`src/rtl/atm_sched_pkg.sv`:
```
// Shared definitions for the ATM transaction scheduler.
//   OP_*    : terminal operation encodings carried on the op bus
//   S_*     : scheduler FSM state encodings
//   BAL_W   : default balance/amount width
//   MAX_BAL : largest legal balance (2**BAL_W - 1)
package atm_sched_pkg;

  localparam int BAL_W   = 11;
  localparam int MAX_BAL = (1 << BAL_W) - 1;

  typedef enum logic [1:0] {
    OP_BALANCE  = 2'd0,
    OP_WITHDRAW = 2'd1,
    OP_DEPOSIT  = 2'd2,
    OP_TRANSFER = 2'd3
  } op_e;

  typedef enum logic [2:0] {
    S_IDLE    = 3'd0,
    S_RD_SRC  = 3'd1,
    S_CHK_SRC = 3'd2,
    S_RD_DST  = 3'd3,
    S_CHK_DST = 3'd4,
    S_WR_DST  = 3'd5,
    S_WR_SRC  = 3'd6,
    S_RESP    = 3'd7
  } state_e;

endpackage

```
`src/rtl/atm_rr_arbiter.sv`:
```
// Combinational round-robin arbiter.
// Grants the first asserted request at or after rr_ptr, wrapping around.
// Ports:
//   req       in  N_TERM  request vector
//   rr_ptr    in  PTR_W   highest-priority requester this round
//   gnt       out N_TERM  one-hot grant (all zero when no request)
//   gnt_idx   out PTR_W   binary index of the granted requester
//   gnt_valid out 1       at least one request present
module atm_rr_arbiter #(
  parameter int N_TERM = 4,
  parameter int PTR_W  = 2
) (
  input  logic [N_TERM-1:0] req,
  input  logic [PTR_W-1:0]  rr_ptr,
  output logic [N_TERM-1:0] gnt,
  output logic [PTR_W-1:0]  gnt_idx,
  output logic              gnt_valid
);

  logic [PTR_W-1:0] cand;

  always_comb begin
    gnt       = '0;
    gnt_idx   = '0;
    gnt_valid = 1'b0;
    cand      = '0;
    // Scan N_TERM positions starting at rr_ptr; the first hit wins.
    for (int k = 0; k < N_TERM; k++) begin
      cand = PTR_W'((int'(rr_ptr) + k) % N_TERM);
      if (!gnt_valid && req[cand]) begin
        gnt_valid  = 1'b1;
        gnt[cand]  = 1'b1;
        gnt_idx    = cand;
      end
    end
  end

endmodule

```
`src/rtl/atm_txn_scheduler.sv`:
```
// ATM transaction scheduler: shares one single-port balance store among
// N_TERM terminal sessions. One request is granted at a time (round robin)
// and its read/check/write steps run to completion before the next grant,
// so every transaction is atomic with respect to the other terminals.
//
// Handshake: a terminal raises req[i] with op/idx/amount stable and holds it
// until it samples done[i]. done[i] is a one-cycle pulse; err and bal_out are
// valid only in that cycle. req is sampled only while the scheduler is idle,
// so dropping req on the done-sampling edge prevents a repeat grant, while
// keeping it high requests another transaction.
//
// Ports:
//   clk, rst_n            clock (rising edge), async active-low reset
//   req, op, src_idx,     per-terminal request level and transaction fields
//   dst_idx, amount
//   sess_end              per-terminal session-end pulse (daily-limit clear)
//   done, err, bal_out    completion pulse, reject flag, resulting source balance
//   busy                  scheduler not idle
//   mem_addr, mem_rd,     balance store port; mem_rdata arrives one cycle
//   mem_wr, mem_wdata,    after mem_rd
//   mem_rdata
//
// Build option: define ATM_DAILY_LIMIT_EN to add a per-terminal withdrawn
// total that rejects WITHDRAW/TRANSFER exceeding DAILY_LIMIT per session.
module atm_txn_scheduler #(
  parameter int N_TERM      = 4,
  parameter int IDX_W       = 4,
  parameter int BAL_W       = atm_sched_pkg::BAL_W,
  parameter int DAILY_LIMIT = 1000
) (
  input  logic                      clk,
  input  logic                      rst_n,
  input  logic [N_TERM-1:0]         req,
  input  logic [2*N_TERM-1:0]       op,
  input  logic [IDX_W*N_TERM-1:0]   src_idx,
  input  logic [IDX_W*N_TERM-1:0]   dst_idx,
  input  logic [BAL_W*N_TERM-1:0]   amount,
  input  logic [N_TERM-1:0]         sess_end,
  output logic [N_TERM-1:0]         done,
  output logic                      err,
  output logic [BAL_W-1:0]          bal_out,
  output logic                      busy,
  output logic [IDX_W-1:0]          mem_addr,
  output logic                      mem_rd,
  output logic                      mem_wr,
  output logic [BAL_W-1:0]          mem_wdata,
  input  logic [BAL_W-1:0]          mem_rdata
);

  import atm_sched_pkg::*;

  localparam int PTR_W = (N_TERM > 1) ? $clog2(N_TERM) : 1;

  // Arbiter
  logic [N_TERM-1:0] arb_gnt;
  logic [PTR_W-1:0]  arb_idx;
  logic              arb_valid;

  // FSM and latched transaction
  state_e            state_q, state_d;
  logic [PTR_W-1:0]  rr_ptr_q, rr_ptr_d;
  logic [N_TERM-1:0] gnt_q, gnt_d;
  op_e               op_q, op_d;
  logic [IDX_W-1:0]  src_q, src_d;
  logic [IDX_W-1:0]  dst_q, dst_d;
  logic [BAL_W-1:0]  amt_q, amt_d;
  logic [BAL_W-1:0]  src_bal_q, src_bal_d;  // source balance as read
  logic [BAL_W-1:0]  res_bal_q, res_bal_d;  // source balance after success

  // Registered outputs
  logic [N_TERM-1:0] done_q, done_d;
  logic              err_q, err_d;
  logic [BAL_W-1:0]  bal_out_q, bal_out_d;
  logic              busy_q, busy_d;
  logic [IDX_W-1:0]  mem_addr_q, mem_addr_d;
  logic              mem_rd_q, mem_rd_d;
  logic              mem_wr_q, mem_wr_d;
  logic [BAL_W-1:0]  mem_wdata_q, mem_wdata_d;

  // Read data plus amount, one bit wider so the carry flags overflow.
  logic [BAL_W:0]    rd_sum;
  logic              lim_err;

  assign rd_sum = {1'b0, mem_rdata} + {1'b0, amt_q};

  atm_rr_arbiter #(
    .N_TERM (N_TERM),
    .PTR_W  (PTR_W)
  ) u_arb (
    .req       (req),
    .rr_ptr    (rr_ptr_q),
    .gnt       (arb_gnt),
    .gnt_idx   (arb_idx),
    .gnt_valid (arb_valid)
  );

  always_comb begin
    state_d     = state_q;
    rr_ptr_d    = rr_ptr_q;
    gnt_d       = gnt_q;
    op_d        = op_q;
    src_d       = src_q;
    dst_d       = dst_q;
    amt_d       = amt_q;
    src_bal_d   = src_bal_q;
    res_bal_d   = res_bal_q;
    done_d      = '0;
    err_d       = 1'b0;
    bal_out_d   = '0;
    mem_addr_d  = mem_addr_q;
    mem_rd_d    = 1'b0;
    mem_wr_d    = 1'b0;
    mem_wdata_d = '0;

    case (state_q)
      S_IDLE: begin
        if (arb_valid) begin
          for (int i = 0; i < N_TERM; i++) begin
            if (arb_gnt[i]) begin
              op_d  = op_e'(op[2*i +: 2]);
              src_d = src_idx[IDX_W*i +: IDX_W];
              dst_d = dst_idx[IDX_W*i +: IDX_W];
              amt_d = amount[BAL_W*i +: BAL_W];
            end
          end
          gnt_d      = arb_gnt;
          rr_ptr_d   = (arb_idx == PTR_W'(N_TERM - 1)) ? '0 : arb_idx + 1'b1;
          mem_addr_d = src_d;
          mem_rd_d   = 1'b1;
          state_d    = S_RD_SRC;
        end
      end

      S_RD_SRC: state_d = S_CHK_SRC;

      S_CHK_SRC: begin
        src_bal_d = mem_rdata;
        case (op_q)
          OP_BALANCE: begin
            done_d    = gnt_q;
            bal_out_d = mem_rdata;
            state_d   = S_RESP;
          end
          OP_WITHDRAW: begin
            if ((amt_q > mem_rdata) || lim_err) begin
              done_d    = gnt_q;
              err_d     = 1'b1;
              bal_out_d = mem_rdata;
              state_d   = S_RESP;
            end else begin
              res_bal_d   = mem_rdata - amt_q;
              mem_addr_d  = src_q;
              mem_wr_d    = 1'b1;
              mem_wdata_d = mem_rdata - amt_q;
              state_d     = S_WR_SRC;
            end
          end
          OP_DEPOSIT: begin
            if (rd_sum[BAL_W]) begin
              done_d    = gnt_q;
              err_d     = 1'b1;
              bal_out_d = mem_rdata;
              state_d   = S_RESP;
            end else begin
              res_bal_d   = rd_sum[BAL_W-1:0];
              mem_addr_d  = src_q;
              mem_wr_d    = 1'b1;
              mem_wdata_d = rd_sum[BAL_W-1:0];
              state_d     = S_WR_SRC;
            end
          end
          default: begin // OP_TRANSFER
            if ((src_q == dst_q) || (amt_q > mem_rdata) || lim_err) begin
              done_d    = gnt_q;
              err_d     = 1'b1;
              bal_out_d = mem_rdata;
              state_d   = S_RESP;
            end else begin
              // Source debit is held until the destination check passes.
              res_bal_d  = mem_rdata - amt_q;
              mem_addr_d = dst_q;
              mem_rd_d   = 1'b1;
              state_d    = S_RD_DST;
            end
          end
        endcase
      end

      S_RD_DST: state_d = S_CHK_DST;

      S_CHK_DST: begin
        if (rd_sum[BAL_W]) begin
          done_d    = gnt_q;
          err_d     = 1'b1;
          bal_out_d = src_bal_q;
          state_d   = S_RESP;
        end else begin
          mem_addr_d  = dst_q;
          mem_wr_d    = 1'b1;
          mem_wdata_d = rd_sum[BAL_W-1:0];
          state_d     = S_WR_DST;
        end
      end

      S_WR_DST: begin
        mem_addr_d  = src_q;
        mem_wr_d    = 1'b1;
        mem_wdata_d = res_bal_q;
        state_d     = S_WR_SRC;
      end

      S_WR_SRC: begin
        done_d    = gnt_q;
        bal_out_d = res_bal_q;
        state_d   = S_RESP;
      end

      default: state_d = S_IDLE; // S_RESP
    endcase

    busy_d = (state_d != S_IDLE);
  end

  always_ff @(posedge clk or negedge rst_n) begin
    if (!rst_n) begin
      state_q     <= S_IDLE;
      rr_ptr_q    <= '0;
      gnt_q       <= '0;
      op_q        <= OP_BALANCE;
      src_q       <= '0;
      dst_q       <= '0;
      amt_q       <= '0;
      src_bal_q   <= '0;
      res_bal_q   <= '0;
      done_q      <= '0;
      err_q       <= 1'b0;
      bal_out_q   <= '0;
      busy_q      <= 1'b0;
      mem_addr_q  <= '0;
      mem_rd_q    <= 1'b0;
      mem_wr_q    <= 1'b0;
      mem_wdata_q <= '0;
    end else begin
      state_q     <= state_d;
      rr_ptr_q    <= rr_ptr_d;
      gnt_q       <= gnt_d;
      op_q        <= op_d;
      src_q       <= src_d;
      dst_q       <= dst_d;
      amt_q       <= amt_d;
      src_bal_q   <= src_bal_d;
      res_bal_q   <= res_bal_d;
      done_q      <= done_d;
      err_q       <= err_d;
      bal_out_q   <= bal_out_d;
      busy_q      <= busy_d;
      mem_addr_q  <= mem_addr_d;
      mem_rd_q    <= mem_rd_d;
      mem_wr_q    <= mem_wr_d;
      mem_wdata_q <= mem_wdata_d;
    end
  end

`ifdef ATM_DAILY_LIMIT_EN
  // Per-terminal total withdrawn (or transferred out) this session.
  logic [BAL_W:0]    wd_total_q [N_TERM];
  logic [BAL_W:0]    wd_total_d [N_TERM];
  logic [N_TERM-1:0] end_pend_q, end_pend_d;
  logic [BAL_W+1:0]  lim_sum;
  logic              op_counts;

  assign op_counts = (op_q == OP_WITHDRAW) || (op_q == OP_TRANSFER);

  always_comb begin
    lim_sum = '0;
    for (int i = 0; i < N_TERM; i++) begin
      if (gnt_q[i]) lim_sum = {1'b0, wd_total_q[i]} + {2'b00, amt_q};
    end
    lim_err = op_counts && (lim_sum > (BAL_W+2)'(DAILY_LIMIT));
  end

  // A session end seen while that terminal is mid-transaction is deferred
  // until the RESP cycle so the in-flight amount is counted and then cleared.
  always_comb begin
    for (int i = 0; i < N_TERM; i++) begin
      wd_total_d[i] = wd_total_q[i];
      end_pend_d[i] = end_pend_q[i];
      if ((state_q != S_IDLE) && gnt_q[i]) begin
        if (state_q == S_RESP) begin
          if (!err_q && op_counts) wd_total_d[i] = wd_total_q[i] + {1'b0, amt_q};
          if (end_pend_q[i] || sess_end[i]) begin
            wd_total_d[i] = '0;
            end_pend_d[i] = 1'b0;
          end
        end else if (sess_end[i]) begin
          end_pend_d[i] = 1'b1;
        end
      end else if (sess_end[i]) begin
        wd_total_d[i] = '0;
      end
    end
  end

  always_ff @(posedge clk or negedge rst_n) begin
    if (!rst_n) begin
      for (int i = 0; i < N_TERM; i++) wd_total_q[i] <= '0;
      end_pend_q <= '0;
    end else begin
      for (int i = 0; i < N_TERM; i++) wd_total_q[i] <= wd_total_d[i];
      end_pend_q <= end_pend_d;
    end
  end
`else
  // No per-session accounting: sess_end and DAILY_LIMIT have no effect.
  logic unused_cfg;
  assign lim_err    = 1'b0;
  assign unused_cfg = (^sess_end) ^ (DAILY_LIMIT != 0);
`endif

  assign done      = done_q;
  assign err       = err_q;
  assign bal_out   = bal_out_q;
  assign busy      = busy_q;
  assign mem_addr  = mem_addr_q;
  assign mem_rd    = mem_rd_q;
  assign mem_wr    = mem_wr_q;
  assign mem_wdata = mem_wdata_q;

endmodule

```
`config.mk`:
```
export PLATFORM = sky130hd
export DESIGN_NAME = atm_txn_scheduler
export DESIGN_NICKNAME = d
export VERILOG_FILES = /design/src/rtl/atm_sched_pkg.sv /design/src/rtl/atm_rr_arbiter.sv /design/src/rtl/atm_txn_scheduler.sv
export SDC_FILE = /design/constraint.sdc
export NUM_CORES = 1
export LEC_CHECK = 0
export CAP_MARGIN = 30
export CORE_MARGIN = 2
export CORE_UTILIZATION = 35
export DETAILED_ROUTE_END_ITERATION = 8
export PLACE_DENSITY = 0.69
export SYNTH_ARGS = -nofsm -noshare
export SYNTH_HDL_FRONTEND = slang
export SYNTH_SLANG_ARGS = --single-unit
```
`constraint.sdc`:
```
create_clock -name clk -period 3.2 [get_ports clk]
set_clock_uncertainty 0.15 [all_clocks]
set_input_delay 0.64 -clock clk [delete_from_list [all_inputs] [get_ports clk]]
set_output_delay 0.64 -clock clk [all_outputs]
set_load 0.01 [all_outputs]
```
==> results summary <==
The internal portion of the total power is 0.00570 W. The number of enable flip-flop cells after synthesis came out at 0. The area overhead of the layout relative to synthesis is 51.7%. Dividing the detail-routed via count by the number of cells gives 5.33. Of all nets on the critical path, the largest fanout is 4. The max-slew violation count was 0. Traced cell by cell, the critical path runs through inv_4 > ha_4 > mux4_2 > nor4b_4 > buf_12 > buf_4 > nand2_2 > nand2_2 > buf_6 > a311oi_2 > buf_4 > o221ai_2 > o211ai_1. The net switching component of the power came out at 0.00440 W. The Yosys step of the flow raised 0 warnings. The post-detailed-routing wire length came out at 19100 µm. For the worst-skew pair, the clock arrives at the later sink with an insertion delay of 340 ps. The path class of the tightest hold or removal check is in2async. The number of design rule violations left after detail routing came out at 0.

The number of inserted filler cells in the final layout came out at 1575. The synthesized netlist cell count came out at 693. The worst max-slew margin expressed relative to the limit is 0.455.

The most heavily used metal layer in global routing is met2. The share of total power dissipated in sequential elements is 0.187. The sequential cell area in the final layout is 2150 µm². The type of origin of the critical path is a flip-flop. The met3 track utilization from global routing came out at 0.0331. The sequential share of the synthesized area is 0.346. The routed wire length per instance came out at 16.4 µm.

In the final design database the tool counted 1074 nets. The static leakage came out at 4.13 nW. The first-pass iteration count of the detailed router is 5. The via count of the first global-routing pass is 5994. Data on the critical path is required at its endpoint by 3260 ps.

The power share of the clock group came out at 0.114. The ratio of final minimum period to clock period is 0.976. The setup-violating endpoint count in the final report came out at 0. Of the total power, combinational logic draws 0.699. The clock tree synthesis step divided the H-tree into 3 levels. The area inside the core boundary came out at 17400 µm². The number of rows created at floorplan came out at 48. The distinct cell type count of the synthesized netlist came out at 68. The half-perimeter wire length after placement came out at 15100 µm. The final hold violation count came to 0. Entering global routing, the biggest net connects 51 pins. The vertical die dimension is 137 µm. The slowest cell on the critical path is sky130_fd_sc_hd__mux4_2. The endpoint arrival time on the critical path is 3190 ps. The switching part of the total power came out at 0.435. The total vias in the final route is 6211. The power after layout is 0.0101 W. The number of buffers inserted by port buffering is 134.

The highest ir drop seen on vdd is 0.527 mV. The initial cell density of the core came out at 0.358. TritonCTS built the clock tree.

Setup repair after global routing could not meet its margin everywhere. The critical path's largest stage delay came out at 550 ps. Synthesis inferred 86 register bits. At the end of routability-driven placement, the weighted congestion stood at 0.923. The tool flagged a number of max-cap violations equal to 0. The total nets after synthesis is 832. STA classifies the critical path endpoint as a flip-flop.

The floorplan die area came out at 18900 µm². The number of inserted diodes is 0. For this design the top-level I/O count stands at 139. The initial antenna violation count came to 0.

The area of the multi-input gates came out at 3920 µm². In this run the power density over the cells is 1070 nW/µm². The number of clock sinks came out at 86.

Counting flops with an async set or reset pin after synthesis yields a share of 1.00. For met2 alone, demand over resource in global routing was 0.340. The achievable clock frequency came out at 320 MHz. Counting I/O delays and the setup requirement, the final critical path takes 3120 ps. The number of CTS-inserted buffers came out at 9. The total track usage came out at 0.204.

In this run the cell area of the synthesized design comes to 6220 µm². The average instance in the mapped netlist occupies 8.98 µm². The count of nets left with antenna violations once routing finished came out at 0. The clock passes through at most 2 buffers. In the synthesized netlist the dominant register cell turns out to be sky130_fd_sc_hd__dfrtp_1. The worst hold slack came out at 108 ps. The tree is rooted in a sky130_fd_sc_hd__clkbuf_16. The clock-pin slew on the worst setup and hold paths came out at 70 ps.

The flow ran to the end, and the final reports show no timing, DRC or antenna violations. The number of hold buffers added after CTS came out at 0. The setup path with the least slack is of type reg2reg. Summed over all layers, the global routing overflow is 0.

The DRC marker count from the first detailed-route iteration is 387. The met1 capacity usage during global routing is 0.276. The first global-routing pass estimated 30400 µm of wire. The slew at the pin closest to its max-slew limit came out at 815 ps. The width of the chip is 137 µm.

Of the cells placed in the final design, the portion with a size suffix greater than 1 is 0.250.
## registers in the layout (all words and copies together), names as in the netlist, 2 cells and up, named ones only
signal and flops:
bal_out 11, state_q 3, src_q 4, dst_q 4, done 4, src_bal_q 11
amt_q 11, op_q 2, mem_wdata 11, res_bal_q 11, gnt_q 4, mem_addr 4
## cells by family after synthesis
kind of cell             synth area share
AO/OA/AOI/OAI                       0.284
XOR/XNOR                           0.0352
adder cells (fa/ha/maj)            0.0708
buffers and inverters              0.0648
flip-flops                          0.346
multiplexers                       0.0604
AND/OR/NAND/NOR                     0.139
## path summary, 6_finish.rpt
path,to,slack (ps),startpoint,cells past startpoint
min in group clk,gnt_q[0],320,gnt_q[0],2
hold reg to reg,gnt_q[0],320,gnt_q[0],2
setup reg to reg,mem_addr[1],80,flip-flop,13
setup / recovery,mem_addr[1],80,flip-flop,13
hold / removal,gnt_q[3],110,rst_n,1
max in group asynchronous,bal_out[5],2190,rst_n,2
## critical path: cells and delay by family (launching register included)
kind | cells | cell delay [ps]
AO/OA/AOI/OAI | 3 | 410
flip-flops | 1 | 410
buffers and inverters | 5 | 600
adder cells (fa/ha/maj) | 1 | 270
multiplexers | 1 | 550
AND/OR/NAND/NOR | 3 | 610
## cells in the mapped netlist (all sizes together) (6+ instances only)
cell / n / share of area
dfrtp: 86 / 0.35
o21ai: 69 / 0.056
nand2: 60 / 0.037
a21oi: 58 / 0.053
inv: 42 / 0.025
ha: 32 / 0.064
nor2: 28 / 0.017
clkbuf: 27 / 0.016
nand3: 23 / 0.019
a311oi: 22 / 0.032
xnor2: 22 / 0.031
a22oi: 21 / 0.026
buf: 21 / 0.023
mux2: 20 / 0.036
a211oi: 13 / 0.016
and2: 12 / 0.012
nor2b: 11 / 0.011
o211ai: 11 / 0.014
nand2b: 9 / 0.0091
nor3: 8 / 0.0064
a21o: 7 / 0.0084
o221ai: 7 / 0.011
mux2i: 6 / 0.0097
o2111ai: 6 / 0.0084
## metrics by stage
stage                     TNS (ps)  cells   util  setup slack, ps  instance area [µm²]
after floorplan                  0    693      -             4.01                 6240
after global placement      -16930   1139  0.500             -399                 8690
after detailed placement    -19690   1139  0.500             -464                 8690
after CTS                    -1.87   1155  0.521            -1.87                 9050
after global routing          -318   1165  0.544            -70.9                 9440
final                            0   1165  0.544             77.2                 9440
## timing repair
action | in CTS | in global routing
gates resized for setup | 9 | 59
pin swaps | 2 | 20
hold endpoints to repair | 0 | 0
setup buffers | 0 | 9
gates cloned | 0 | 1
endpoints found under the setup margin | 15 | 46
## layout by cell type (no fill, tap or decap), types with 6 or more instances in the layout
| cell | count |
|---|---|
| sky130_fd_sc_hd__a211oi_1 | 6 |
| sky130_fd_sc_hd__a211oi_2 | 7 |
| sky130_fd_sc_hd__a21o_1 | 7 |
| sky130_fd_sc_hd__a21oi_1 | 45 |
| sky130_fd_sc_hd__a21oi_2 | 13 |
| sky130_fd_sc_hd__a22oi_1 | 20 |
| sky130_fd_sc_hd__a311oi_1 | 12 |
| sky130_fd_sc_hd__a311oi_2 | 9 |
| sky130_fd_sc_hd__and2_1 | 10 |
| sky130_fd_sc_hd__buf_12 | 8 |
| sky130_fd_sc_hd__buf_4 | 128 |
| sky130_fd_sc_hd__buf_6 | 9 |
| sky130_fd_sc_hd__clkbuf_16 | 10 |
| sky130_fd_sc_hd__clkdlybuf4s50_1 | 124 |
| sky130_fd_sc_hd__dfrtp_1 | 86 |
| sky130_fd_sc_hd__dlymetal6s2s_1 | 6 |
| sky130_fd_sc_hd__ha_1 | 26 |
| sky130_fd_sc_hd__inv_1 | 41 |
| sky130_fd_sc_hd__mux2_1 | 9 |
| sky130_fd_sc_hd__mux2_2 | 10 |
| sky130_fd_sc_hd__mux2i_1 | 6 |
| sky130_fd_sc_hd__nand2_1 | 57 |
| sky130_fd_sc_hd__nand2b_1 | 9 |
| sky130_fd_sc_hd__nand3_1 | 22 |
| sky130_fd_sc_hd__nor2_1 | 28 |
| sky130_fd_sc_hd__nor2b_1 | 11 |
| sky130_fd_sc_hd__nor3_1 | 8 |
| sky130_fd_sc_hd__o2111ai_1 | 6 |
| sky130_fd_sc_hd__o211ai_1 | 10 |
| sky130_fd_sc_hd__o21ai_0 | 59 |
| sky130_fd_sc_hd__o21ai_1 | 10 |
| sky130_fd_sc_hd__xnor2_1 | 22 |
## layout make-up
cell class	count	share of cell area
Clock buffer	9	0.0239
Clock inverter	7	0.0109
Inverter	42	0.0170
Multi-Input combinational cell	517	0.416
Sequential cell	86	0.228
Tap cell	225	0.0298
Timing Repair Buffer	279	0.274
## power groups by stage
stage / clock network [W] / logic, W / registers, W
final: 0.00116 / 0.00706 / 0.00188
after global routing: 0.00122 / 0.00769 / 0.00194
after CTS: 0.00117 / 0.00651 / 0.00188
after detailed placement: 0 / 0.00643 / 0.00190
after global placement: 0 / 0.00633 / 0.00188
after floorplan: 0 / 0.00391 / 0.00187
## per-layer routing
metal	part of all wire	routed length (µm)	vias up
li1	-	-	3037
met1	0.46	8780	2946
met2	0.47	9010	203
met3	0.052	1000	25
met4	0.015	285	0
met5	0	0	-
Note: power is estimated with default switching activity, not from simulation.
